<file path="src/rtl/split_buf.sv">
// split_buf: routes each payload token to output FIFO A or B, as chosen by a paired select token.
// Optional macro SPLIT_CNT_EN adds the 16-bit delivered-token counters cnt_a/cnt_b.
module split_buf #(
    parameter int WIDTH = 33,
    parameter int DEPTH = 2
) (
    input  logic             clk,
    input  logic             rst_n,
    input  logic             s_valid,
    output logic             s_ready,
    input  logic             s_sel,
    input  logic             in_valid,
    output logic             in_ready,
    input  logic [WIDTH-1:0] in_data,
    output logic             a_valid,
    input  logic             a_ready,
    output logic [WIDTH-1:0] a_data,
    output logic             b_valid,
    input  logic             b_ready,
    output logic [WIDTH-1:0] b_data
`ifdef SPLIT_CNT_EN
    ,
    output logic [15:0]      cnt_a,
    output logic [15:0]      cnt_b
`endif
);
    localparam int AW = $clog2(DEPTH);

    typedef enum logic {SEL, DATA} state_t;

    state_t           state, state_nx;
    logic             sel_q, sel_nx;
    logic             xfer_s, xfer_d;
    logic [1:0]       full, vld, push, pop;
    logic [WIDTH-1:0] mem [2][DEPTH];
    logic [AW-1:0]    wp [2];
    logic [AW-1:0]    rp [2];
    logic [AW:0]      occ [2];

    // Readiness looks only at registered occupancy, so a pop never frees a slot in the same cycle.
    always_comb begin
        full     = {occ[1] == (AW+1)'(DEPTH), occ[0] == (AW+1)'(DEPTH)};
        vld      = {occ[1] != '0, occ[0] != '0};
        pop      = vld & {b_ready, a_ready};
        in_ready = (state == DATA) && !full[sel_q];
        s_ready  = (state == SEL) || (in_valid && in_ready);
        xfer_d   = in_valid && in_ready;
        xfer_s   = s_valid && s_ready;
        push     = xfer_d ? (sel_q ? 2'b10 : 2'b01) : 2'b00;
        state_nx = xfer_s ? DATA : (xfer_d ? SEL : state);
        sel_nx   = xfer_s ? s_sel : sel_q;
    end

    always_ff @(posedge clk or negedge rst_n) begin
        if (!rst_n) begin
            state <= SEL;
            sel_q <= 1'b0;
        end else begin
            state <= state_nx;
            sel_q <= sel_nx;
        end
    end

    always_ff @(posedge clk or negedge rst_n) begin
        if (!rst_n) begin
            for (int i = 0; i < 2; i++) begin
                wp[i]  <= '0;
                rp[i]  <= '0;
                occ[i] <= '0;
            end
        end else begin
            for (int i = 0; i < 2; i++) begin
                if (push[i]) wp[i] <= wp[i] + 1'b1;
                if (pop[i]) rp[i] <= rp[i] + 1'b1;
                occ[i] <= occ[i] + {{AW{1'b0}}, push[i]} - {{AW{1'b0}}, pop[i]};
            end
        end
    end

    always_ff @(posedge clk) begin
        for (int i = 0; i < 2; i++)
            if (push[i]) mem[i][wp[i]] <= in_data;
    end

    assign a_valid = vld[0];
    assign b_valid = vld[1];
    assign a_data  = vld[0] ? mem[0][rp[0]] : '0;
    assign b_data  = vld[1] ? mem[1][rp[1]] : '0;

`ifdef SPLIT_CNT_EN
    always_ff @(posedge clk or negedge rst_n) begin
        if (!rst_n) begin
            cnt_a <= '0;
            cnt_b <= '0;
        end else begin
            cnt_a <= cnt_a + {15'd0, pop[0]};
            cnt_b <= cnt_b + {15'd0, pop[1]};
        end
    end
`endif
endmodule

</file>
<file path="config.mk">
export PLATFORM = sky130hd
export DESIGN_NAME = split_buf
export DESIGN_NICKNAME = d
export VERILOG_FILES = /design/src/rtl/split_buf.sv
export SDC_FILE = /design/constraint.sdc
export NUM_CORES = 1
export LEC_CHECK = 0
export CAP_MARGIN = 25
export CORE_ASPECT_RATIO = 1.1
export CORE_MARGIN = 2
export CORE_UTILIZATION = 46
export CTS_CLUSTER_SIZE = 12
export DETAILED_ROUTE_END_ITERATION = 10
export MAX_ROUTING_LAYER = met4
export PLACE_DENSITY = 0.74
export SLEW_MARGIN = 20
export SYNTH_ARGS = -nofsm -noshare
export SYNTH_HDL_FRONTEND = slang
export SYNTH_SLANG_ARGS = --single-unit
</file>
<file path="constraint.sdc">
create_clock -name clk -period 2.45 [get_ports clk]
set_input_delay 0.6125 -clock clk [delete_from_list [all_inputs] [get_ports clk]]
set_output_delay 0.6125 -clock clk [all_outputs]
set_load 0.01 [all_outputs]
</file>
==> impl_metrics.env, run 1 <==
export IMPL_status="complete, no violations"
export IMPL_async_flop_share_pct=7.04
export IMPL_layout_commonest_cell="edfxtp_1"
export IMPL_layout_min_cycle_time_ps=2390
export IMPL_final_setup_worst_slack_ps=62.3
export IMPL_multi_input_area_um2=1230
export IMPL_core_area_um2=11600
export IMPL_hold_path_class="in2async"
export IMPL_clock_latency_ps=410
export IMPL_pwr_density_cell_nw_per_um2=1260
export IMPL_cts_inserted_buffers=17
export IMPL_worst_path_buf_inv=2
export IMPL_clock_root_buffer="clkbuf_16"
export IMPL_dp_slack_ps=-167
export IMPL_end_kind="output pin"
export IMPL_grt_pass1_wl_um=17500
export IMPL_worst_pin_slew_ps=494
export IMPL_io_pins=110
export IMPL_clk_pin_slew_ps=60
export IMPL_ys_seq_area_share_pct=76.3
export IMPL_die_w_um=108
export IMPL_antenna_found_initial=0
export IMPL_grt_max_degree=26
export IMPL_crit_slowest_cell="clkdlybuf4s50_1"
export IMPL_cts_tree="done"
export IMPL_drc=0
export IMPL_critPathMaxFanout=22
export IMPL_yosys_cell_types_count=27
export IMPL_n_fill_cell=838
export IMPL_cts_setup_buffers=0
export IMPL_syn_nets=377
export IMPL_dpl_cell_count=600
export IMPL_n_antenna_cell=0
export IMPL_routed_wl_um=11200
export IMPL_avgViaCountPerCell=5.06
export IMPL_syn_area_um2=5520
export IMPL_synth_avg_cell_area_um2=16.5
export IMPL_ys_ff_latch=142
export IMPL_yosys_warnings=0
export IMPL_r2r_slack_ps=610
export IMPL_drive_gt1_share_pct=13.1
export IMPL_setup_viol=0
export IMPL_grt_usage_pct=19.0
export IMPL_start_util_pct=47.6
export IMPL_final_setup_tns_ps=0
export IMPL_synthTopCellsByArea="edfxtp_1 72%, mux2i_1 12%, nor2_1 4.8%, dfrtp_1 4.5%, xor2_1 0.95%"
export IMPL_first_global_vias=3338
export IMPL_worst_r2r_path_depth=7
export IMPL_relSlewSlack_pct=66.9
export IMPL_dp_hpwl_um=7290
export IMPL_die_height_um=119
export IMPL_drtIter0Drc=187
export IMPL_cpPeakStageDelay_ps=530
export IMPL_nets=511
export IMPL_io_buffers=109
export IMPL_final_max_slew_viol_count=0
export IMPL_gp_congestion=0.724
export IMPL_clock_skew_ps=10.1
export IMPL_hold_viol_final=0
export IMPL_fin_crit_sh_pct=97.5
export IMPL_synth_cells=335
export IMPL_ctsLongestPathBuffers=2
export IMPL_wl_per_cell_um=17.8
export IMPL_syn2layout_area_growth_pct=39.0
export IMPL_grt_ovfl_total=0
export IMPL_synth_flop_cell="edfxtp_1"
export IMPL_clkSinkCount=142
export IMPL_path_delay_family="buffers and inverters"
export IMPL_path_depth=4
export IMPL_regArea_um2=4220
export IMPL_critical_path_class="reg2out"
export IMPL_peakVddDrop_v=0.000564
export IMPL_synth_edff_count=132
export IMPL_netlist_area_leader_share_pct=71.8
export IMPL_drtAntennaViolNets=0
export IMPL_crit_arrival_ps=1780
export IMPL_drv_cap=0
export IMPL_vias=3196
export IMPL_max_freq_mhz=419
export IMPL_crit_chain="buf_12, mux2i_1, nor2_1, clkdlybuf4s50_1"
export IMPL_rsz0062_at_grt="false"
export IMPL_p_leak_nw=3.28
export IMPL_worstPathRequired_ps=1840
export IMPL_dieArea_um2=12900
export IMPL_mostFrequentLayoutCells="132 x edfxtp_1, 66 x mux2i_1, 66 x nor2_1"
export IMPL_cts_htree_levels=4
export IMPL_synth_top_area_cell="edfxtp_1"
export IMPL_dr_pass1_iters=6
export IMPL_worstSetupStartpointType="flop"
export IMPL_core_rowCount=41
export IMPL_stdcell_count=632
## cell type report
cell class	count	area share [%]
well taps	150	2.45
multi-input cells	171	16.0
repair buffers	130	17.8
clock inverters	14	2.79
flip-flops and latches	142	55.0
inverters	7	0.342
clock buffers	18	5.59
## worst paths after layout
| kind | from | endpoint |
|---|---|---|
| setup / recovery | rp[0] | b_data[32] |
| hold / removal | rst_n | wp[1] |
| setup reg to reg | occ[0] | occ[1] |
| hold reg to reg | wp[0] | wp[0] |
| max in group asynchronous | rst_n | rp[0] |
| min in group clk | wp[0] | wp[0] |
## synth_stat cells, types with 2 or more instances
cell,n
edfxtp_1,132
nor2_1,70
mux2i_1,66
dfrtp_1,10
buf_2,9
buf_4,6
xor2_1,6
inv_1,5
xnor2_1,4
nand3_1,3
and2_1,2
ha_1,2
inv_2,2
nand2_1,2
nand2b_1,2
nand3b_1,2
nor2_2,2
## power by group
group          switching (W)  internal (W)  leakage (nW)
combinational        0.00184       0.00170          1.66
sequential          0.000193       0.00314          1.31
clock               0.000966       0.00181         0.308
total                0.00300       0.00664          3.28
## flip-flops by register name (all words and copies together), names as in the netlist
name and flops:
sel_q 1, occ 4, wp 2, rp 2, state 1, mem 132
## layer usage
metal,vias up,global-route usage (%),share of wire (%)
li1,1499,-,-
met1,1605,22.9,41
met2,81,31.2,53
met3,11,4.98,4.8
met4,0,6.25,1.1
met5,-,-,0
## through the flow
stage                     utilization (%)  area [um2]  hold WS, ps  total power (W)
after floorplan                         -        5530          317          0.00523
after global placement               60.0        6960          536          0.00712
after detailed placement             60.0        6960          541          0.00719
after CTS                            65.5        7590          539          0.00982
after global routing                 66.2        7670          571           0.0101
final                                66.2        7670          540          0.00965
## cell families (layout without fill, tap and decap cells)
logic type                 count (synthesis)  after routing  share of synthesized area (%)
DFF                                      142            142                           76.3
muxes                                     66             66                           12.0
AOI/OAI and AO/OA                          5              5                          0.680
buffers and inverters                     22            169                           2.11
adders and majority gates                  2              2                          0.453
xor gates and xnor gates                  10             10                           1.59
and+or+nand+nor                           88             88                           6.87
## repair_timing
action,4_1_cts,5_1_grt
resized for setup,39,32
setup endpoints to repair,51,35
hold buffers,0,0
endpoints found under the hold margin,0,0
(Power assumes the default switching activity.)
==> run 2, diff against run 1 <==
--- a/config.mk
+++ b/config.mk
@@ -5,7 +5,7 @@
 export SDC_FILE = /design/constraint.sdc
 export NUM_CORES = 1
 export LEC_CHECK = 0
-export CAP_MARGIN = 25
+export CAP_MARGIN = 0
 export CORE_ASPECT_RATIO = 1.1
 export CORE_MARGIN = 2
 export CORE_UTILIZATION = 46
==> results of run 2 <==
No change in the layout: final DEF, timing and power equal those of run 1.
==> run 3, diff against run 2 <==
--- a/config.mk
+++ b/config.mk
@@ -6,13 +6,16 @@
 export NUM_CORES = 1
 export LEC_CHECK = 0
 export CAP_MARGIN = 0
+export CELL_PAD_IN_SITES_DETAIL_PLACEMENT = 1
+export CELL_PAD_IN_SITES_GLOBAL_PLACEMENT = 2
 export CORE_ASPECT_RATIO = 1.1
 export CORE_MARGIN = 2
-export CORE_UTILIZATION = 46
+export CORE_UTILIZATION = 33
 export CTS_CLUSTER_SIZE = 12
 export DETAILED_ROUTE_END_ITERATION = 10
+export HOLD_SLACK_MARGIN = 0.05
 export MAX_ROUTING_LAYER = met4
-export PLACE_DENSITY = 0.74
+export PLACE_DENSITY = 0.75
 export SLEW_MARGIN = 20
 export SYNTH_ARGS = -nofsm -noshare
 export SYNTH_HDL_FRONTEND = slang
==> run 3 against run 2 <==
Critical path type unchanged. Clock power shrank 2%. Non-clock buffer count is the same. Wire length grew 16%.
==> impl_metrics.env, run 3 (same netlist as run 1, synthesis figures left out) <==
export IMPL_status="complete, no violations"
export IMPL_hold_path_class="in2async"
export IMPL_path_delay_family="buffers and inverters"
export IMPL_wl_per_cell_um=19.0
export IMPL_io_pins=110
export IMPL_drive_gt1_share_pct=12.5
export IMPL_layout_min_cycle_time_ps=2380
export IMPL_rsz0062_at_grt="false"
export IMPL_critPathMaxFanout=19
export IMPL_largest_reg_flops=132
export IMPL_r2r_slack_ps=560
export IMPL_vias=3203
export IMPL_antenna_found_initial=0
export IMPL_die_height_um=140
export IMPL_gp_congestion=0.735
export IMPL_cts_inserted_buffers=17
export IMPL_setup_viol=0
export IMPL_final_max_slew_viol_count=0
export IMPL_core_rowCount=49
export IMPL_internal_power_w=0.00665
export IMPL_relSlewSlack_pct=67.1
export IMPL_cts_htree_levels=4
export IMPL_mostFrequentLayoutCells="132 x edfxtp_1, 66 x mux2i_1, 66 x nor2_1"
export IMPL_pwr_share_seq_pct=34.4
export IMPL_worstSetupStartpointType="flop"
export IMPL_drtAntennaViolNets=0
export IMPL_p_leak_nw=3.08
export IMPL_syn2layout_area_growth_pct=40.1
export IMPL_clkPwrFrac_pct=27.9
export IMPL_avgViaCountPerCell=4.68
export IMPL_pwr_density_cell_nw_per_um2=1260
export IMPL_p_switching_w=0.00310
export IMPL_routed_wl_um=13000
export IMPL_max_freq_mhz=419
export IMPL_worst_r2r_path_depth=7
export IMPL_total_power_w=0.00975
export IMPL_core_area_um2=16400
export IMPL_ctsLongestPathBuffers=2
export IMPL_dieArea_um2=17800
export IMPL_crit_chain="nor2_4, buf_8, inv_2, clkdlybuf4s50_1"
export IMPL_cpPeakStageDelay_ps=470
export IMPL_drv_cap=0
export IMPL_clk_pin_slew_ps=60
export IMPL_comb_power_share_pct=37.7
export IMPL_clkSinkCount=142
export IMPL_peakVddDrop_v=0.000469
export IMPL_end_kind="output pin"
export IMPL_cts_setup_buffers=0
export IMPL_post_route_util_pct=47.2
export IMPL_worst_path_buf_inv=3
export IMPL_dp_hpwl_um=8280
export IMPL_cts_hold_buf=0
export IMPL_crit_arrival_ps=1770
export IMPL_grt_usage_pct=15.9
export IMPL_critical_path_class="reg2out"
export IMPL_reg2reg_from="occ[3]"
export IMPL_fin_crit_sh_pct=97.3
export IMPL_nets=511
export IMPL_grt_max_degree=26
export IMPL_drc=0
export IMPL_worstPathRequired_ps=1840
export IMPL_clock_skew_ps=6.56
export IMPL_worst_pin_slew_ps=491
export IMPL_grt_pass1_wl_um=20300
export IMPL_die_w_um=127
export IMPL_clock_latency_ps=410
export IMPL_crit_slowest_cell="clkdlybuf4s50_1"
export IMPL_netSwitchingFraction_pct=31.8
export IMPL_io_buffers=109
export IMPL_layout_commonest_cell="edfxtp_1"
export IMPL_start_util_pct=33.7
export IMPL_clock_root_buffer="clkbuf_16"
export IMPL_reg2reg_to="occ[3]"
export IMPL_drtIter0Drc=134
export IMPL_grt_ovfl_total=0
export IMPL_n_antenna_cell=0
export IMPL_dr_pass1_iters=4
export IMPL_first_global_vias=3546
export IMPL_cts_tree="done"
export IMPL_hold_viol_final=0
==> run 3: metal layers <==
layer | track usage [%] | share of wire [%] | up-vias
met4 | 6.25 | 1.6 | 0
li1 | - | - | 1498
met3 | 3.23 | 3.1 | 16
met1 | 18.8 | 43 | 1617
met5 | - | 0 | -
met2 | 26.7 | 53 | 72
==> run 3: worst max path at each step <==
stage	start	end	slack [ps]	cells past startpoint
after floorplan	in_valid	mem[0][0]	-330	3
after CTS	rp[1]	a_data[31]	-20	4
final	occ[3]	a_valid	70	4
after detailed placement	in_valid	s_ready	-150	5
after global routing	occ[3]	a_valid	0.4	4
after global placement	in_valid	s_ready	-140	5
==> run 3: layout make-up <==
type                            count  area [um2]
Tap cell                          204         255
Clock buffer                       18         429
Multi-Input combinational cell    171        1240
Sequential cell                   142        4220
Clock inverter                     12         194
Timing Repair Buffer              130        1370
Fill cell                        1609        8640
Inverter                            7        26.3
==> run 3: worst register-to-register path, stage by stage, from the launching register on <==
cell and delay (ps):
dfrtp_1 460, nor2_4 190, buf_8 200, inv_2 50, and2_1 190, ha_1 340, nand4b_1 200, xnor2_1 150
==> run 3: metrics by stage <==
step	instances	hold WS (ps)	setup slack [ps]	area, um2	TNS (ps)
6_report	684	534	66.1	7730	0
5_1_grt	684	576	0.372	7730	0
4_1_cts	684	543	-23.0	7720	-23.0
3_5_place_dp	652	542	-148	7100	-148
3_3_place_gp	652	548	-139	7100	-139
2_1_floorplan	335	317	-333	5530	-21970
==> run 3: timing repair <==
action / in CTS / in global routing
endpoints found under the hold margin: 0 / 0
resized for setup: 65 / 7
pin swaps: 1 / 0
gates cloned: 2 / 0
setup endpoints to repair: 56 / 8
==> run 3: power by group through the flow <==
stage	Sequential [W]	Combinational (W)	Clock (W)
6_report	0.00336	0.00367	0.00272
5_1_grt	0.00340	0.00398	0.00287
4_1_cts	0.00335	0.00379	0.00278
3_5_place_dp	0.00338	0.00401	0
3_3_place_gp	0.00335	0.00396	0
2_1_floorplan	0.00330	0.00192	0
==> variant 1 (flow settings as in run 3) <==
The option `SPLIT_CNT_EN` is turned on by a define.
--- a/src/rtl/split_buf.sv
+++ b/src/rtl/split_buf.sv
@@ -1,5 +1,7 @@
 // split_buf: routes each payload token to output FIFO A or B, as chosen by a paired select token.
 // Optional macro SPLIT_CNT_EN adds the 16-bit delivered-token counters cnt_a/cnt_b.
+`define SPLIT_CNT_EN
+
 module split_buf #(
     parameter int WIDTH = 33,
     parameter int DEPTH = 2
Function (old outputs only; new: cnt_a and cnt_b): same outputs for any inputs over 4 cycles, from zero or initial values and one cycle with rst_n low; that may be too few to reach the edited logic, so the function may still have changed.
==> variant 1 against run 3 <==
- power increased by 2.8%
- synthesized area rose by 24%
- wire length up 27%
- worst setup slack better by 5.2 ps
- clock skew is 2.3 ps higher
- sequential cell count grew 32
- maximum frequency rose by 0.22%
- design area rose by 22%
- critical path type unchanged
- largest cell class unchanged
==> variant 1: results (changes against run 3) <==
met1 usage=20.5% (was 18.8%); gr usage total=16.3% (was 15.9%); Wirelength per Cell=18.8 µm (was 19.0 µm); H-tree depth=4 (unchanged); fraction of layout cells with a size suffix above 1=12.7% (was 12.5%); Final #Nets=656 (was 511); Metal-1 WL=7.17 mm (was 5.53 mm); Leak=3.81 nW (was 3.08 nW); I/O Buffers=141 (was 109); met3 Use GR=2.65% (was 3.23%); hpwl dp=11.3 mm (was 8.28 mm); reg2reg path depth=9 (was 7); synth top area cells=edfxtp_1 (58%), dfrtp_1 (15%), mux2i_1 (10%), nor2_1 (4.3%), xnor2_1 (3.6%) (was edfxtp_1 (72%), mux2i_1 (12%), nor2_1 (4.8%), dfrtp_1 (4.5%), xor2_1 (0.95%)); maximum VDD drop=598 µV (was 469 µV); final WL=16.5 mm (was 13.0 mm); part of the power in registers=39.1% (was 34.4%); clk_skew=8.86 ps (was 6.56 ps); status=finished clean (unchanged); r2r startpoint=occ[2]$_DFF_PN0_ (was occ[3]$_DFF_PN0_); antenna violations before repair=0 (unchanged); first-pass GRT wire length=26.2 mm (was 20.3 mm); vias in the first global route=4625 (was 3546); via count=4193 (was 3203); flop2flop setup slack=430 ps (was 560 ps); Worst Setup SP=occ[1]$_DFF_PN0_ (was occ[3]$_DFF_PN0_); placed inst area=8820 µm² (was 7100 µm²); pre-CTS setup slack=20.6 ps (was -148 ps); M2 GR Usage=27.1% (was 26.7%); Placed Instances=845 (was 652); Max FO, Critical Path=17 (was 19); Clock power frac=26.7% (was 27.9%); GPL Wtd Cong=0.735 (about the same); Syn Nets=486 (was 377); Detailed Route Iter0 Violations=223 (was 134); internal power=6.81 mW (was 6.65 mW); Cells after Synth=441 (was 335); met3 WL=645 µm (was 400 µm); Net Switching=3.22 mW (was 3.10 mW); slew of the pin with the lowest slew margin=635 ps (was 491 ps); worst setup path endpoint=b_valid (was a_valid); worst hold slack=202 ps (was 534 ps); top cells by count, synth=edfxtp_1 (132), nor2_1 (78), mux2i_1 (68), dfrtp_1 (42), xnor2_1 (28) (was edfxtp_1 (132), nor2_1 (70), mux2i_1 (66), dfrtp_1 (10), buf_2 (9)); synth unique cells=33 (was 27); met2 wire len=8.42 mm (was 6.85 mm); worst-skew pair later-pin latency=430 ps (was 410 ps); asr flop ratio synth=24.1% (was 7.04%); Fill cells=2037 (was 1609); r2r endpoint=cnt_a[12]$_DFF_PN0_ (was occ[3]$_DFF_PN0_); Seq/Total Area, Yosys=73.4% (was 76.3%); pin count of the biggest net entering global routing=31 (was 26); Max Fclk=420 MHz (was 419 MHz)
## variant 1: layout make-up
type	count	area (µm²)	area share [%]
Sequential cell	174	5020	53.3
Inverter	6	22.5	0.239
Clock inverter	14	159	1.69
Clock buffer	18	429	4.56
Tap cell	256	320	3.40
Multi-Input combinational cell	247	1780	18.9
Timing Repair Buffer	165	1690	17.9
## variant 1: cell families (layout without fill, tap and decap cells)
group                    after synthesis  count (layout)  share of synthesized area (%)
XOR/XNOR                              37              37                           4.74
adder cells (fa/ha/maj)                5               5                          0.916
buffers and inverters                 20             203                           1.30
AND/OR/NAND/NOR                      131             131                           9.05
flip-flops                           174             174                           73.4
AO/OA/AOI/OAI                          6               6                          0.605
multiplexers                          68              68                           9.97
## variant 1: what timing repair did
item	CTS	global route
gates resized for setup	77	2
cloned	1	0
pin swaps	1	0
setup buffers	2	0
hold endpoints to repair	0	0
endpoints found under the setup margin	69	2
==> variant 2 (config.mk and constraints of run 3) <==
Without the edit above. The parameter `WIDTH` goes from 33 to 66.
--- a/src/rtl/split_buf.sv
+++ b/src/rtl/split_buf.sv
@@ -1,7 +1,7 @@
 // split_buf: routes each payload token to output FIFO A or B, as chosen by a paired select token.
 // Optional macro SPLIT_CNT_EN adds the 16-bit delivered-token counters cnt_a/cnt_b.
 module split_buf #(
-    parameter int WIDTH = 33,
+    parameter int WIDTH = 66,
     parameter int DEPTH = 2
 ) (
     input  logic             clk,
Ports: changed (resized a_data, b_data and in_data); port bits go from 110 to 209. The function was not compared with the original's and may differ.
==> variant 2 against run 3 <==
- worst setup slack worse by 110 ps
- sequential cell count grew 132
- sequential share of layout area is 2.1 points higher
- core utilization fell by 1.2 points
- clock power grew 43%
- critical path type unchanged
- wire length increased by 120%
- synthesized cell count up 84%
- design area increased by 87%
- die area increased by 88%
- power rose by 88%
- sequential power increased by 89%
- the run now ends with setup timing left
- synthesized area grew 91%
- hold slack worse by 110 ps
==> variant 2: results (changes against run 3) <==
Seq/Total Area, Yosys=77.7% (was 76.3%); Critical Path AT=1880 ps (was 1770 ps); final setup vio count=12 (was 0); Syn Nets=690 (was 377); Largest register FFs=264 (was 132); vias in the first global route=6692 (was 3546); r2r startpoint=occ[0]$_DFF_PN0_ (was occ[3]$_DFF_PN0_); I/O Buffers=208 (was 109); Setup TNS=-282 ps (was 0 ps); met1 usage=21.5% (was 18.8%); Worst Setup Slack, final=-46.7 ps (was 66.1 ps); top cells by count, synth=edfxtp_1 (264), nor2_1 (137), mux2i_1 (132), buf_2 (12), dfrtp_1 (10) (was edfxtp_1 (132), nor2_1 (70), mux2i_1 (66), dfrtp_1 (10), buf_2 (9)); pin count of the biggest net entering global routing=37 (was 26); met3 Use GR=3.22% (was 3.23%); Placed Instances=1235 (was 652); fraction of layout cells with a size suffix above 1=30.2% (was 12.5%); Detailed Route Iter0 Violations=323 (was 134); clk_skew=9.74 ps (was 6.56 ps); Cells after Synth=615 (was 335); failing checks=setup timing; Slew headroom=63.5% (was 67.1%); GPL Wtd Cong=0.706 (was 0.735); hpwl dp=15.6 mm (was 8.28 mm); Net Switching=6.27 mW (was 3.10 mW); Leak=5.54 nW (was 3.08 nW); Final Instance Count excl. Fillers=1325 (was 684); asr flop ratio synth=3.65% (was 7.04%); Post-synth EDFFs=264 (was 132); gr usage total=17.4% (was 15.9%); flop2flop setup slack=590 ps (was 560 ps); first-pass GRT wire length=42.2 mm (was 20.3 mm); synth top area cells=edfxtp_1 (75%), mux2i_1 (13%), nor2_1 (4.9%), dfrtp_1 (2.4%), buf_2 (0.57%) (was edfxtp_1 (72%), mux2i_1 (12%), nor2_1 (4.8%), dfrtp_1 (4.5%), xor2_1 (0.95%)); drt via density=4.60 (was 4.68); M2 GR Usage=30.0% (was 26.7%); Register Area=8190 µm² (was 4220 µm²); status=finished, violations left (was finished clean); r2r endpoint=occ[1]$_DFF_PN0_ (was occ[3]$_DFF_PN0_); maximum VDD drop=683 µV (was 469 µV)
## variant 2: how the worst min path moves through the flow
stage	startpoint	to	slack [ps]	cells past startpoint
after floorplan	rst_n	occ[0]$_DFF_PN0_	320	0
after global placement	wp[0]$_DFFE_PN0P_	wp[0]$_DFFE_PN0P_	540	1
after detailed placement	wp[0]$_DFFE_PN0P_	wp[0]$_DFFE_PN0P_	550	1
after CTS	rst_n	state$_DFFE_PN0P_	420	1
after global routing	rst_n	state$_DFFE_PN0P_	450	1
final	rst_n	state$_DFFE_PN0P_	430	1
## variant 2: per-stage QoR
stage          worst slack [ps]  hold slack, ps
2_1_floorplan              -684             317
3_3_place_gp               -131             536
3_5_place_dp               -159             550
4_1_cts                    -220             419
5_1_grt                    -127             448
6_report                  -46.7             428
## variant 2: metal layers
metal / part of all wire, % / up-vias
met5: 0 / -
met4: 1.8 / 0
met3: 5.3 / 37
met2: 51 / 186
met1: 42 / 3052
li1: - / 2817
## variant 2: cells by family (layout without fill, tap and decap cells)
group	after synthesis	in the layout	synth area share (%)
AO/OA/AOI/OAI	5	5	0.356
XOR/XNOR	10	10	0.832
adder cells (fa/ha/maj)	2	2	0.238
buffers and inverters	38	328	2.42
flip-flops	274	274	77.7
multiplexers	132	132	12.5
AND/OR/NAND/NOR	154	154	5.93
## variant 2: critical path: stages (launching register included)
cell and delay (ps):
dfrtp_4 540, buf_12 170, buf_12 120, buf_16 140, mux2i_2 170, nor2_1 60, buf_2 140
## variant 2: timing repair
item / CTS / global route
hold buffers: 0 / 0
endpoints found under the setup margin: 136 / 107
gates resized for setup: 534 / 76
cloned: 19 / 1
hold endpoints to repair: 0 / 0
buffers inserted: 33 / 4
pin swaps: 46 / 45
## variant 2: layout make-up
type | instances | share of cell area (%)
Clock buffer | 34 | 5.15
Multi-Input combinational cell | 303 | 15.9
Clock inverter | 11 | 0.545
Timing Repair Buffer | 276 | 18.0
Inverter | 7 | 0.182
Sequential cell | 274 | 56.6
Tap cell | 420 | 3.63
## variant 2: power groups by stage
stage	Clock (mW)	Sequential [mW]	Combinational, mW
2_1_floorplan	0	6.29	3.62
3_3_place_gp	0	6.34	7.35
3_5_place_dp	0	6.39	7.38
4_1_cts	4.01	6.32	8.49
5_1_grt	4.20	6.40	8.71
6_report	3.90	6.34	8.10
